**src/rtl/regfile_wb_arbiter.sv**
```systemverilog
// Round-robin arbiter for the register-file write port, with a registered write stage and a contention counter.
// Optional macro RF_WB_BYPASS_EN forwards the in-flight write onto the read data outputs.
module regfile_wb_arbiter #(
  parameter int NREQ = 2,
  parameter int AW   = 5,
  parameter int DW   = 32,
  parameter int CW   = 16
) (
  input  logic                 clock,
  input  logic                 reset,
  input  logic                 stall,
  input  logic [NREQ-1:0]      req_valid,
  input  logic [NREQ*AW-1:0]   req_rd,
  input  logic [NREQ*DW-1:0]   req_data,
  output logic [NREQ-1:0]      req_ready,
  output logic [AW-1:0]        RD,
  output logic [DW-1:0]        WriteData,
  output logic                 RegWrite,
  input  logic [AW-1:0]        Read1,
  input  logic [AW-1:0]        Read2,
  input  logic [DW-1:0]        rf_data1,
  input  logic [DW-1:0]        rf_data2,
  output logic [DW-1:0]        fwd_data1,
  output logic [DW-1:0]        fwd_data2,
  output logic [CW-1:0]        contention_cnt
);

  localparam int PW = (NREQ > 2) ? 2 : 1;

  logic [PW-1:0]   rr_ptr_q, rr_ptr_d;
  logic            reg_write_q, reg_write_d;
  logic [AW-1:0]   rd_q, rd_d;
  logic [DW-1:0]   wdata_q, wdata_d;
  logic [CW-1:0]   cnt_q, cnt_d;

  logic [NREQ-1:0] gnt;
  logic [PW-1:0]   gnt_idx;
  logic            handshake;
  logic [AW-1:0]   sel_rd;
  logic [DW-1:0]   sel_data;
  logic            contended;

  // Scan from rr_ptr upward, wrapping, and take the first valid requester.
  always_comb begin : grant_scan
    int idx;
    // NOTE: every output of a combinational block gets a default up front so no path leaves it unassigned (no latch).
    gnt     = '0;
    gnt_idx = '0;
    idx     = 0;
    if (!stall) begin
      for (int k = NREQ - 1; k >= 0; k--) begin
        idx = (int'(rr_ptr_q) + k) % NREQ;
        if (req_valid[idx]) begin
          gnt     = '0;
          gnt[idx] = 1'b1;
          gnt_idx = PW'(idx);
        end
      end
    end
  end

  assign req_ready = reset ? '0 : gnt;
  assign handshake = |(req_valid & req_ready);
  assign sel_rd    = req_rd[int'(gnt_idx)*AW +: AW];
  assign sel_data  = req_data[int'(gnt_idx)*DW +: DW];
  assign contended = ($countones(req_valid) >= 2);

  always_comb begin
    rr_ptr_d    = rr_ptr_q;
    rd_d        = rd_q;
    wdata_d     = wdata_q;
    cnt_d       = cnt_q;
    reg_write_d = handshake && (sel_rd != '0);
    if (handshake) rr_ptr_d = PW'((int'(gnt_idx) + 1) % NREQ);
    // Writes to x0 are accepted but leave the address/data registers untouched.
    if (reg_write_d) begin
      rd_d    = sel_rd;
      wdata_d = sel_data;
    end
    if (contended && (cnt_q != '1)) cnt_d = cnt_q + CW'(1);
  end

  // NOTE: state registers use non-blocking assignments so every flop samples pre-edge values.
  always_ff @(posedge clock or posedge reset) begin
    if (reset) begin
      rr_ptr_q    <= '0;
      reg_write_q <= 1'b0;
      rd_q        <= '0;
      wdata_q     <= '0;
      cnt_q       <= '0;
    end else begin
      rr_ptr_q    <= rr_ptr_d;
      reg_write_q <= reg_write_d;
      rd_q        <= rd_d;
      wdata_q     <= wdata_d;
      cnt_q       <= cnt_d;
    end
  end

  assign RegWrite       = reg_write_q;
  assign RD             = rd_q;
  assign WriteData      = wdata_q;
  assign contention_cnt = cnt_q;

`ifdef RF_WB_BYPASS_EN
  assign fwd_data1 = (reg_write_q && (rd_q != '0) && (rd_q == Read1)) ? wdata_q : rf_data1;
  assign fwd_data2 = (reg_write_q && (rd_q != '0) && (rd_q == Read2)) ? wdata_q : rf_data2;
`else
  logic unused_read;
  assign unused_read = ^{Read1, Read2};
  assign fwd_data1   = rf_data1;
  assign fwd_data2   = rf_data2;
`endif

endmodule

```
**config.mk**
```make
export PLATFORM = sky130hd
export DESIGN_NAME = regfile_wb_arbiter
export DESIGN_NICKNAME = d
export VERILOG_FILES = /design/src/rtl/regfile_wb_arbiter.sv
export SDC_FILE = /design/constraint.sdc
export NUM_CORES = 1
export LEC_CHECK = 0
export CORE_MARGIN = 1
export CORE_UTILIZATION = 31
export DETAILED_ROUTE_END_ITERATION = 6
export GPL_ROUTABILITY_DRIVEN = 0
export HOLD_SLACK_MARGIN = 0.15
export PLACE_DENSITY = 0.88
export SYNTH_ARGS = -nofsm -noshare
export SYNTH_HDL_FRONTEND = slang
export SYNTH_SLANG_ARGS = --single-unit
```
**constraint.sdc**
```tcl
create_clock -name clock -period 2.5 [get_ports clock]
set_clock_uncertainty 0.1 [all_clocks]
set_input_delay 0.25 -clock clock [delete_from_list [all_inputs] [get_ports clock]]
set_output_delay 0.25 -clock clock [all_outputs]
set_load 0.005 [all_outputs]
```
== Word level (Yosys, flattened, before mapping) ==
Index checks and enable logic that the tools add are counted.
Word-level totals
  logic and storage cells: 42
  input port bits: 153
  output and inout bits: 120
  bits in registers: 55
Cells by class
  bitwise logic cells: 2
  multipliers: 1
  equality and inequality tests: 1
  magnitude comparators: 5
  reductions and logical operators: 6
  shift operators: 2
  add/sub/neg operators: 4
  multiplexer cells: 16
Operators by type and width (number)
  $shiftx 64x7->32: 1
  $add 16x1->16 const B: 1
  $ne 16x16->1 const B: 1
  $mux 1: 10
  $shiftx 10x5->5: 1
  $mux 2: 4
  $reduce_bool 5->1: 1
  $logic_and 1x1->1: 4
  $mul 1x3->4 const B: 1
  $lt 2x3->1 const B: 1
  $add 1x1->1 const B: 2
  $add 1x1->2: 1
  $and 2x2->2: 1
  $demux 1 s1: 2
  $ge 2x1->1 const B: 1
  $ge 2x2->1 const B: 1
  $lt 1x2->1 const B: 1
  $reduce_or 2->1: 1
  $and 1x1->1 const A: 1
  $ge 1x1->1 const B: 1

== Depth between registers and ports, before layout ==
Gate-level depths: netlist of run 1.
  depth in word-level cells: 13
  mapped depth: 6
  depth with buffers taken out: 5

== Worst setup path after synthesis of run 1 ==
No wires, ideal clock.
  path type: register to register
  start: register cnt_q[0] (netlist: contention_cnt[0])
  end: register cnt_q[7] (netlist: contention_cnt[7])
  setup slack: 512 ps
  library setup time: 126 ps
  cell stages (with the launch flop): 7
  path buffers: 1
  arrival: 1762 ps
  clock period less this slack: 1988 ps
  required time: 2274 ps
  cells stage by stage: dfrtp_1 -> ha_1 -> and3_1 -> and4_1 -> clkbuf_1 -> or4b_1 -> xnor2_1
Between the ends
  word-level cells in the longest chain between the ends: 2
  elaborated cells between the ends (all ways): 3
  classes of those cells: add/sub: 1; eq/ne: 1; reduce/logical: 1
Ends and longest elaborated chain
  start, declared: RTL line 34  | logic [CW-1:0] cnt_q, cnt_d;
  start signal, assigned: RTL line 96  | cnt_q <= cnt_d;
  parallel branches: the longest is 2 deep, another holds $add 16x1->16
Several ways; the timed one is not identified.
A chain may end at the register's enable or synchronous reset.

== Worst setup path in the final report of run 1 ==
  start: input port stall
  end: output port req_ready[1]
Between the ends
  word-level cells in the longest chain between the ends: 2
Ends and longest elaborated chain
  start, declared: RTL line 11  | input logic stall,
  $mux 2: RTL line 50  | if (!stall) begin
  $mux 2: RTL line 62  | assign req_ready = reset ? '0 : gnt;
  end, declared: RTL line 15  | output logic [NREQ-1:0] req_ready,
No other way between the ends.

==> results of run 1 <==
## layout by cell type (no fill, tap or decap), types with 3 or more instances in the layout
cell type,count
and4_1,4
buf_12,3
buf_4,13
clkbuf_8,6
clkdlybuf4s50_1,134
dfrtp_1,55
mux2_2,64
mux2i_1,5
nand2_1,4
nand3_1,4
nand4_1,7
nor2_1,6
nor3_1,7
nor4_1,4
o21a_1,3
o21ai_0,4
o2bb2ai_1,5
or3_1,3
xnor2_1,7
xor2_1,5
## critical path, stage by stage
cell	delay [ns]
clkdlybuf4s50_1	0.44
nand2b_1	0.17
or2_2	0.36
buf_12	0.18
nor2_1	0.09
clkdlybuf4s50_1	0.50
## per-layer routing
layer  up-vias  routed length, um
met3        14               1020
met2       154               4880
met4         0                193
li1       1149                  -
met5         -                  0
met1      1246               3180
## through the flow
| step | hold slack, ns | util, % |
|---|---|---|
| 6_report | 0.296 | 44.0 |
| 5_1_grt | 0.327 | 44.0 |
| 4_1_cts | 0.300 | 44.0 |
| 3_5_place_dp | 0.376 | 43.1 |
| 3_3_place_gp | 0.376 | 43.1 |
| 2_1_floorplan | 0.247 | - |
## cell families after synthesis
kind of cell / after synthesis / synth area share (%)
xor gates and xnor gates: 12 / 3.14
adders and majority gates: 1 / 0.374
buffers and inverters: 76 / 16.8
and+or+nand+nor: 51 / 8.94
DFF: 55 / 41.2
muxes: 70 / 23.4
AOI/OAI and AO/OA: 26 / 6.25
## power by group through the flow
stage | clock network [uW] | registers (uW) | logic, uW
after floorplan | 0 | 1220 | 399
after global placement | 0 | 1220 | 895
after detailed placement | 0 | 1240 | 917
after CTS | 541 | 1220 | 920
after global routing | 582 | 1250 | 981
final | 513 | 1220 | 907
## registers in the layout (all words and copies together) (netlist names)
name,flops
contention_cnt,16
rr_ptr_q,1
RD,5
RegWrite,1
WriteData,32
## path summary, 6_finish.rpt
kind                                   start                end  slack (ns)
min reg2reg                            RD[4]              RD[4]        0.39
min in group clock                     RD[4]              RD[4]        0.39
max reg2reg                contention_cnt[0]  contention_cnt[7]        0.47
max                                    stall       req_ready[1]        0.15
min                                    reset  contention_cnt[3]        0.30
max in group asynchronous              reset           RegWrite        1.42
## final cells by class
cell class | instances | area, sq um | share of cell area [%]
timing repair buffer | 150 | 1500 | 32.9
multi-input combinational | 160 | 1410 | 30.9
sequential | 55 | 1380 | 30.2
tap | 136 | 170 | 3.73
clock buffer | 7 | 86.3 | 1.89
inverter | 3 | 11.3 | 0.247
clock inverter | 1 | 8.76 | 0.192
==> summary.txt, run 1 <==
synth warn - 0
Synth top area share - 41.2%
CP arrival - 2.00 ns
Post-Syn Area - 3340 sq um
max-cap check violation count - 0
Die X-Extent - 106 um
Clock Power Share - 19.4%
Power Total - 2640 uW
Initial Util - 32.3%
CP Max Fanout - 22
Detailed Route WL - 9270 um
drt drc - 0
required time of the critical path - 2.15 ns
Reg power frac - 46.2%
Synth Register Bits - 55
leading area contributor after synthesis - dfrtp_1
clock tree buffer depth - 2
Synth cell types - 43
initial DRC count - 137
Die Ht - 106 um
LEAKAGE - 0.00180 uW
Psw - 713 uW
VDD IR max - 0.425 mV
PortBufs - 134
CTS Sinks - 55
path depth of the worst reg2reg path - 5
area grow syn2layout - 36.3%
Via density - 5.01
fillcell total - 952
busiest layer in global routing - met2
relative slew slack - 60.4%
cells after synthesis - 291
largest net degree at the start of global routing - 34
status - complete, no violations
Core Rows - 37
dpl hpwl - 7590 um
hold crit path type - in -> async
combinational share of power - 34.4%
share of cells above drive strength 1 - 24.2%
synth top area cells - dfrtp_1, mux2_2, buf_4, xnor2_1, mux2i_1
initial antenna violation count - 0
vias in the first global route - 2,678
Synth async-reset ratio - 100%
clock slew at reported path FFs - 0.10 ns
first-pass GRT wire length - 14,300 um
DR vias - 2,563
M1 GR Usage - 16.5%
core region area - 10,400 sq um
CTS resizes - 0
Worst Slack Setup Final - 0.147 ns
unrepaired setup endpoints after global routing - false
fin nets - 529
critical setup path kind - in -> out
drt pass-1 iters - 4
design area - 4560 sq um
GR Layer Usage met3 - 6.99%
drt wl/cell - 18.1 um
Cell Int Power - 1930 uW
final critical-path required period - 2.35 ns
Main synth FF type - dfrtp_1
Net Count, Synth - 445
CP endpoint kind - output pin
post-route ant nets - 0
Diodes inserted - 0
pre-CTS setup slack - 0.133 ns
setup bufs post-CTS - 0
Final TNS setup - 0 ns
GR Util met2 - 30.3%
placed cell areas - 4460 sq um
cts bufs inserted - 5
clock root cell - clkbuf_8
Post-synth EDFFs - 0
Tcrit/Tclk final - 94.1%
startpoint types - input pin
Ports - 273
H-tree depth - 2
final setup vio count - 0
sw frac - 27.0%
Synth Area per Inst - 11.5 sq um
CTS tree - done
Post-CTS Hold Fix Bufs - 0
Fin. Hold Viols - 0
list of most frequent post-synthesis cells - buf_4, mux2_2, dfrtp_1
Worst-Margin Slew - 0.593 ns
Seq/Total Area, Yosys - 41.2%
die area - 11,200 sq um
clock latency on the worst-skew pair - 0.31 ns
non-filler cells, final - 512
PwrDens - 579 nW/um^2
gr usage total - 16.4%
fmax - 0.425 GHz
Overflow after GRT - 0
max-slew violation count - 0
# placed instances - 504
(Power assumes the default switching activity.)
==> run 2, diff against run 1 <==
--- a/config.mk
+++ b/config.mk
@@ -5,7 +5,6 @@
 export SDC_FILE = /design/constraint.sdc
 export NUM_CORES = 1
 export LEC_CHECK = 0
-export CORE_MARGIN = 1
 export CORE_UTILIZATION = 31
 export DETAILED_ROUTE_END_ITERATION = 6
 export GPL_ROUTABILITY_DRIVEN = 0
==> results of run 2 <==
Final layout, timing and power as in run 1 (identical DEF).
